**src/rtl/nand_reduce_pipe.sv**
```systemverilog
// Pipelined WIDTH-input AND/NAND/OR/NOR/XOR/XNOR reduction, one registered tree level per stage (LEVELS cycles).
// Backpressure: a single global enable stalls every stage at once; o_ready = ~o_valid | i_ready.
module nand_reduce_pipe #(
  parameter int WIDTH = 4
) (
  input  logic             i_clk,
  input  logic             i_rst_n,
  input  logic             i_valid,
  output logic             o_ready,
  input  logic [WIDTH-1:0] i_data,
  input  logic [2:0]       i_op,
  output logic             o_valid,
  input  logic             i_ready,
  output logic             o_f,
  output logic             o_op_err
);

  localparam int LEVELS = $clog2(WIDTH);

  function automatic int node_cnt(input int k);
    return (WIDTH + (1 << k) - 1) >> k;
  endfunction

  // Base function only; reserved ops fall into the AND branch.
  function automatic logic base_gate(input logic a, input logic b, input logic [2:0] op);
    logic r;
    case (op[2:1])
      2'b01:   r = a | b;
      2'b10:   r = a ^ b;
      default: r = a & b;
    endcase
    return r;
  endfunction

  function automatic logic ident(input logic [2:0] op);
    return !((op[2:1] == 2'b01) || (op[2:1] == 2'b10));
  endfunction

  function automatic logic final_inv(input logic [2:0] op);
    return op[0] & ~(op[2] & op[1]);
  endfunction

  logic en;
  assign en      = ~o_valid | i_ready;
  assign o_ready = en;

  for (genvar k = 1; k <= LEVELS; k++) begin : g_lvl
    localparam int NI = node_cnt(k - 1);
    localparam int NO = node_cnt(k);

    logic [NI-1:0] src;
    logic [2:0]    src_op;
    logic          src_vld;
    logic [NO-1:0] pair;
    logic [NO-1:0] nxt;
    logic [NO-1:0] node_q;
    logic [2:0]    op_q;
    logic          vld_q;

    if (k == 1) begin : g_head
      assign src     = i_data;
      assign src_op  = i_op;
      assign src_vld = i_valid;
    end else begin : g_body
      assign src     = g_lvl[k-1].node_q;
      assign src_op  = g_lvl[k-1].op_q;
      assign src_vld = g_lvl[k-1].vld_q;
    end

    for (genvar j = 0; j < NO; j++) begin : g_node
      if (2 * j + 1 < NI) begin : g_pair
        assign pair[j] = base_gate(src[2*j], src[2*j+1], src_op);
      end else begin : g_odd
        assign pair[j] = base_gate(src[2*j], ident(src_op), src_op);
      end
    end

    // Inversion happens exactly once, entering the output register.
    if (k == LEVELS) begin : g_tail
      assign nxt = pair ^ {NO{final_inv(src_op)}};
    end else begin : g_mid
      assign nxt = pair;
    end

    always_ff @(posedge i_clk or negedge i_rst_n) begin
      if (!i_rst_n) begin
        node_q <= '0;
        op_q   <= 3'b000;
        vld_q  <= 1'b0;
      end else if (en) begin
        node_q <= nxt;
        op_q   <= src_op;
        vld_q  <= src_vld;
      end
    end
  end

  assign o_valid  = g_lvl[LEVELS].vld_q;
  assign o_f      = g_lvl[LEVELS].node_q[0];
  assign o_op_err = g_lvl[LEVELS].vld_q &
                    ((g_lvl[LEVELS].op_q == 3'b110) | (g_lvl[LEVELS].op_q == 3'b111));

endmodule

```
**config.mk**
```make
export PLATFORM = sky130hd
export DESIGN_NAME = nand_reduce_pipe
export DESIGN_NICKNAME = d
export VERILOG_FILES = /design/src/rtl/nand_reduce_pipe.sv
export SDC_FILE = /design/constraint.sdc
export NUM_CORES = 1
export LEC_CHECK = 0
export CORE_AREA = 10 10 48 50
export DETAILED_ROUTE_END_ITERATION = 7
export DIE_AREA = 0 0 58 60
export PLACE_DENSITY = 0.78
export SLEW_MARGIN = 20
export SYNTH_ARGS = -nofsm -noshare
export SYNTH_HDL_FRONTEND = slang
export SYNTH_SLANG_ARGS = --single-unit
```
**constraint.sdc**
```tcl
create_clock -name i_clk -period 2.2 [get_ports i_clk]
set_input_delay 0.22 -clock i_clk [delete_from_list [all_inputs] [get_ports i_clk]]
set_output_delay 0.22 -clock i_clk [all_outputs]
set_load 0.01 [all_outputs]
```
Word-level counts from Yosys, hierarchy flattened:

Index checks and enable logic that the tools add are counted.

* register bits: 11
* bits of input ports: 11
* output and inout bits: 4
* word-level logic and storage cells: 32

* eq/ne operators: 6
* multiplexer cells: 3
* bitwise logic cells: 17

Operator list (number)
* $and 1x1->1: 6
* $eq 3x3->1 const B: 2
* $pmux 1 s2: 3
* $or 1x1->1: 5
* $eq 2x1->1 const B: 2
* $eq 2x2->1 const B: 2
* $xor 1x1->1: 4
* $not 1->1: 2

Depth between registers and ports, before layout:

Gate-level depths: netlist of run 1.

* depth after elaboration: 4
* mapped depth: 6
* mapped depth without buffers: 6

Least setup slack after synthesis of run 1:

No wires, ideal clock.

* kind: register to register
* from: register g_lvl[1].op_q[1]
* to: register g_lvl[2].node_q (netlist: o_f)
* library setup time: 119 ps
* arrival time: 1174 ps
* data required time: 2081 ps
* slack: 907 ps
* stages on the path, launching flop included: 7
* path buffers: 0
* period minus slack after synthesis: 1293 ps
* cell sequence: dfrtp_1 inv_1 ha_1 nor2b_4 a31oi_4 xnor2_1 o21ai_2

* word-level cells in the longest chain between the ends: 4
* elaborated cells on any way between the ends: 7
* those cells by class: eq/ne (2); mux (1); bitwise (4)

RTL lines
* from (decl): line 57 `logic [2:0] op_q;`
* from (signal assigned): line 92 `op_q <= src_op;`
* parallel branches: the longest is 3 deep, another holds $eq 2x2->1
* $xor 1x1->1 (*): line 80 `assign nxt = pair ^ {NO{final_inv(src_op)}};`
* to (signal assigned): line 91 `node_q <= nxt;`
* to (decl): line 56 `logic [NO-1:0] node_q;`

Every way passes the cells marked *.
A chain may end at the register's enable or synchronous reset.

Worst setup path after layout of run 1:

* from: register g_lvl[2].vld_q (netlist: o_valid)
* to: output port o_ready

* word-level cells in the longest chain between the ends: 2

RTL lines
* from (decl): line 58 `logic vld_q;`
* from (signal assigned): line 93 `vld_q <= src_vld;`
* $not 1->1: line 44 `assign en = ~o_valid | i_ready;`
* $or 1x1->1: line 44
* to (decl): line 9 `output logic o_ready,`

Every way passes these cells.

==> results.cfg, run 1 <==
[clock_network]
cts_hold_buffers = 0
htreeDepth = 1
postCtsSetupBuffers = 0
clock_path_buffers = 2
cts-resized-gates = 0
cts.sinks = 10
cts_tree = yes
cts_root_buf = clkbuf_4
path_clk_slew_ns = 0.07
cts_buffers = 3
worstSkewPairLatency_ns = 0.26

[grt]
track_usage_pct = 7.599
grt_pass1_vias = 529
grt_max_degree = 14
antenna_found_initial = 0
grt_pass1_wl_um = 2014
grt-ovfl-total = 0

[yosys]
yosysTopAreaCell = dfrtp_1
synth_top_area_share_pct = 36.36
synth-seq-area-share_pct = 36.36
synth_area_leaders = dfrtp_1 (36%), ha_1 (20%), inv_1 (7.6%)
ys_seq_elements = 10
syn_avg_cell_area_sq_um = 10.43
syn_area_sq_um = 688.2
yosysUniqueCellTypes = 19
synthCells = 66
synth_fp_nets = 88
synth-warning-count = 0

[sta]
tns_ns = 0
rsz0062_at_grt = false
hold_slack_ns = 0.2642
max_freq_ghz = 0.5907
layout_min_cycle_time_ns = 1.693
relSlewSlack_pct = 70.13
hold_viol = 0
finalSetupViolCount = 0
setup_ws_ns = 0.5070
tightest_slew_ns = 0.4467
worst_clock_skew_ns = 0.003301
period_share_pct = 76.96
drv_slew = 0

[cells_and_area]
n_antenna_cell = 0
nets = 106
drive_above_1_share_pct = 15.66
nFillCells = 127
multi_input_area_sq_um = 362.8
stdcell_count = 99
syn_to_final_growth_pct = 26.36
final_core_util_pct = 60.54
area.sequential_sq_um = 250.2
fin_area_sq_um = 869.6

[critical_path]
arrival_ns = 1.47
path_class = reg2out
critPathMaxFanout = 5
r2r_start = g_lvl[1].op_q[1]
start_kind = flop
reg2regPathDepth = 6
crit_required_ns = 1.98
cp-end-kind = output port
endpoint = o_ready
r2r-end = o_f
crit_start = o_valid
reg2reg_slack_ns = 0.80

[placed_design]
dp.cells = 95
place.gp.congestion = 0.6959
placed_cell_area_sq_um = 833.3
port_buffers = 14
dp_hpwl_um = 966.4
pre_cts_ws_ns = 0.5158

[routing]
wl_um = 1146
antenna_left = 0
drt_iter0_drc = 1
routedWlPerCell_um = 11.58
dr_total_vias = 477
remaining_drc_errors = 0
drt_pre_antenna_iters = 4
viasPerCell = 4.818

[status]
status = finished, final reports clean

[die]
die_h_um = 60
num_rows = 14
die_x_um = 58
die-area_sq_um = 3480
num_io_pins = 15
core_area_sq_um = 1436
start_util_pct = 47.91

[power]
p_leak_nw = 0.4420
vdd_drop_max_mv = 0.3600
p_total_mw = 0.6099
cellPowerDensity_nw_per_um2 = 701.4

[worst_hold_path]
hold_path_class = in2async

[job]
cap_violations = 0
[area by class of cell]
type	instances	area share [%]
Timing Repair Buffer	15	16.98
Inverter	14	6.043
Sequential cell	10	28.78
Clock buffer	4	4.173
Multi-Input combinational cell	40	41.73
Tap cell	16	2.302
[layout by cell type (no fill, tap or decap)]
| cell | instances |
|---|---|
| clkdlybuf4s50_1 | 14 |
| o21ai_0 | 2 |
| clkbuf_8 | 1 |
| buf_4 | 1 |
| o21ai_1 | 4 |
| nand2b_1 | 2 |
| clkbuf_4 | 3 |
| and2b_1 | 1 |
| dfrtp_1 | 10 |
| inv_1 | 14 |
| or2_2 | 1 |
| nand2b_4 | 1 |
| nor2b_4 | 2 |
| and3_1 | 1 |
| nand2_1 | 6 |
| ha_1 | 11 |
| o21ai_2 | 1 |
| a31oi_4 | 1 |
| a221o_1 | 2 |
| xnor2_1 | 1 |
| mux2_4 | 2 |
| nand3_1 | 2 |
[registers in the layout, summed over array words and instances (netlist names)]
| name | flops |
|---|---|
| o_valid | 1 |
| g_lvl.node_q | 2 |
| g_lvl.vld_q | 1 |
| o_f | 1 |
| g_lvl.op_q | 5 |
[per-layer routing]
metal | track usage (%) | part of all wire, % | vias to the layer above
met4 | 7.047 | 4.8 | 0
met2 | 13.04 | 50 | 15
met5 | 0 | 0 | -
li1 | - | - | 246
met1 | 6.859 | 38 | 212
met3 | 2.754 | 6.6 | 4
[power breakdown]
group / internal, mW / leakage (nW) / total [mW] / switching [mW]
logic: 0.118 / 0.301 / 0.207 / 0.0888
clock network: 0.100 / 0.0210 / 0.166 / 0.0655
registers: 0.217 / 0.120 / 0.237 / 0.0200
[cells in the mapped netlist, drive strengths merged]
cell type	count
inv	14
ha	11
dfrtp	10
o21ai	7
nand2	6
nand2b	3
a221o	2
buf	2
mux2	2
nand3	2
nor2b	2
a31oi	1
and2b	1
and3	1
or2	1
xnor2	1
[worst max-delay path, stage by stage, from the launching register on]
cell and delay (ns):
dfrtp_1 0.39, nor2b_4 0.13, inv_1 0.12, clkdlybuf4s50_1 0.57
[worst min-delay path by stage]
stage                              start                 end  slack [ns]  cells past startpoint
final                            i_rst_n                 o_f        0.26                      1
after CTS                        i_rst_n                 o_f        0.27                      1
after floorplan                  i_rst_n  g_lvl[1].node_q[0]       -0.08                      0
after global routing             i_rst_n                 o_f        0.29                      1
after detailed placement  g_lvl[1].vld_q             o_valid        0.46                      1
after global placement    g_lvl[1].vld_q             o_valid        0.45                      1
[cell families after synthesis]
| group | count (synthesis) | synth area share [%] |
|---|---|---|
| AOI/OAI and AO/OA | 10 | 11.64 |
| adders and majority gates | 11 | 20.00 |
| muxes | 2 | 4.364 |
| and+or+nand+nor | 16 | 15.46 |
| xor gates and xnor gates | 1 | 1.273 |
| buffers and inverters | 16 | 10.91 |
| DFF | 10 | 36.36 |
Power figures use the tool's default switching activity.
==> run 2: changes to the inputs <==
--- a/config.mk
+++ b/config.mk
@@ -5,10 +5,10 @@
 export SDC_FILE = /design/constraint.sdc
 export NUM_CORES = 1
 export LEC_CHECK = 0
-export CORE_AREA = 10 10 48 50
+export CORE_AREA = 10 10 49 51
 export DETAILED_ROUTE_END_ITERATION = 7
-export DIE_AREA = 0 0 58 60
-export PLACE_DENSITY = 0.78
+export DIE_AREA = 0 0 59 61
+export PLACE_DENSITY = 0.74
 export SLEW_MARGIN = 20
 export SYNTH_ARGS = -nofsm -noshare
 export SYNTH_HDL_FRONTEND = slang
==> constraint.sdc (replaced) <==
create_clock -name i_clk -period 1.8 [get_ports i_clk]
set_input_delay 0.18 -clock i_clk [delete_from_list [all_inputs] [get_ports i_clk]]
set_output_delay 0.18 -clock i_clk [all_outputs]
set_load 0.01 [all_outputs]
==> run 2 against run 1 <==
Net effect:
- worst setup slack got worse by 0.37 ns
- total power rose by 23%
- first-iteration DRC count rose by 100%
- register-to-register slack got worse by 0.38 ns
- sequential share of layout area did not move
- final cell count did not move
- sequential power rose by 22%
- critical path type unchanged
==> results.cfg, run 2 (same netlist as run 1, synthesis figures left out) <==
[cells_and_area]
layout_common_cells = inv_1 (14), clkdlybuf4s50_1 (14), ha_1 (11)
n_antenna_cell = 0
nFillCells = 135
area.sequential_sq_um = 250.2
stdcell_count = 99
reg.largest.list = g_lvl.op_q: 5 flops, g_lvl.node_q: 2 flops
fin_area_sq_um = 869.6
syn_to_final_growth_pct = 26.36
largest_reg_flops = 5
nets = 106
final_core_util_pct = 59.10
multi_input_area_sq_um = 362.8
drive_above_1_share_pct = 15.66
regMostFlops = g_lvl.op_q

[sta]
hold_slack_ns = 0.2154
relSlewSlack_pct = 71.06
max_freq_ghz = 0.6000
tightest_slew_ns = 0.4327
hold_viol = 0
period_share_pct = 92.59
drv_slew = 0
layout_min_cycle_time_ns = 1.667
setup_ws_ns = 0.1333
rsz0062_at_grt = false
tns_ns = 0
worst_clock_skew_ns = 0.001887
finalSetupViolCount = 0

[clock_network]
cts.sinks = 10
postCtsSetupBuffers = 0
htreeDepth = 1
clock_path_buffers = 2
cts_tree = yes
cts_buffers = 3
worstSkewPairLatency_ns = 0.27
cts_root_buf = clkbuf_4
cts-resized-gates = 0
cts_hold_buffers = 0
path_clk_slew_ns = 0.07

[power]
p_sw_share_pct = 28.74
switchingPower_mw = 0.2149
p_int_mw = 0.5329
p_leak_nw = 0.4420
vdd_drop_max_mv = 0.5853
pwr-share-seq_pct = 38.8
power_frac_comb_pct = 33.9
p_total_mw = 0.7477
power_frac_clock_pct = 27.3
cellPowerDensity_nw_per_um2 = 859.9

[status]
status = finished, final reports clean

[routing]
remaining_drc_errors = 0
viasPerCell = 4.970
antenna_left = 0
wl_um = 1194
drt_iter0_drc = 2
dr_total_vias = 492
routedWlPerCell_um = 12.06
drt_pre_antenna_iters = 2

[die]
die_h_um = 61
core_area_sq_um = 1471
num_rows = 14
die_x_um = 59
num_io_pins = 15
die-area_sq_um = 3599
start_util_pct = 46.77

[placed_design]
pre_cts_ws_ns = 0.1621
placed_cell_area_sq_um = 833.3
dp_hpwl_um = 1040
place.gp.congestion = 0.7047
port_buffers = 14
dp.cells = 95

[critical_path]
cp_cell_sequence = nor2b_4, inv_1, clkdlybuf4s50_1
cp-end-kind = output port
cp_slowest_stage_delay_ns = 0.57
critPathMaxFanout = 5
slowest_stage = clkdlybuf4s50_1
path_class = reg2out
crit_required_ns = 1.62
start_kind = flop
arrival_ns = 1.49

[grt]
grt_max_degree = 14
grt_pass1_wl_um = 2125
grt_pass1_vias = 521
track_usage_pct = 7.650
grt-ovfl-total = 0
antenna_found_initial = 0

[worst_hold_path]
hold_path_class = in2async

[job]
cap_violations = 0
==> run 2: cell counts in the layout (fill, tap and decap cells not counted) <==
No cell type changed its count.
==> run 2: routing by layer <==
layer / up-vias / part of all wire, % / wire, um / global-route usage [%]
li1: 245 / - / - / -
met1: 229 / 35 / 412 / 7.092
met2: 14 / 53 / 636 / 13.66
met3: 4 / 10 / 125 / 3.758
met4: 0 / 1.6 / 19 / 3.934
met5: - / 0 / 0 / 0
==> run 2: power groups by stage <==
stage	Clock [mW]	Combinational (mW)	Sequential [mW]
after global routing	0.219	0.283	0.296
after CTS	0.208	0.261	0.291
after floorplan	0	0.168	0.296
after global placement	0	0.249	0.292
after detailed placement	0	0.259	0.295
final	0.204	0.254	0.290
==> run 2: area by class of cell <==
cell class,instances,share of cell area (%)
clock buffer,4,4.173
inverter,14,6.043
multi-input combinational,40,41.73
sequential,10,28.78
tap,16,2.302
timing repair buffer,15,16.98
==> run 2: final timing paths <==
check	cells after the start	end	start	slack, ns
min reg2reg	1	o_valid	g_lvl[1].vld_q	0.47
min	1	g_lvl[2].op_q[2]	i_rst_n	0.22
max reg2reg	6	o_f	g_lvl[1].op_q[1]	0.42
max	3	o_ready	o_valid	0.13
max in group asynchronous	1	g_lvl[1].node_q[1]	i_rst_n	1.28
min in group i_clk	1	o_valid	g_lvl[1].vld_q	0.47
==> run 2: worst max-delay path: cells and delay by family, from the launching register on <==
kind                   cells  cell delay, ns
buffers and inverters      2            0.69
flip-flops                 1            0.40
AND/OR/NAND/NOR            1            0.14
==> run 3: changes to the inputs <==
--- a/config.mk
+++ b/config.mk
@@ -9,6 +9,7 @@
 export DETAILED_ROUTE_END_ITERATION = 7
 export DIE_AREA = 0 0 59 61
 export PLACE_DENSITY = 0.74
+export SKIP_CTS_REPAIR_TIMING = 1
 export SLEW_MARGIN = 20
 export SYNTH_ARGS = -nofsm -noshare
 export SYNTH_HDL_FRONTEND = slang
==> results of run 3 <==
No change in the layout: final DEF, timing and power equal those of run 2.
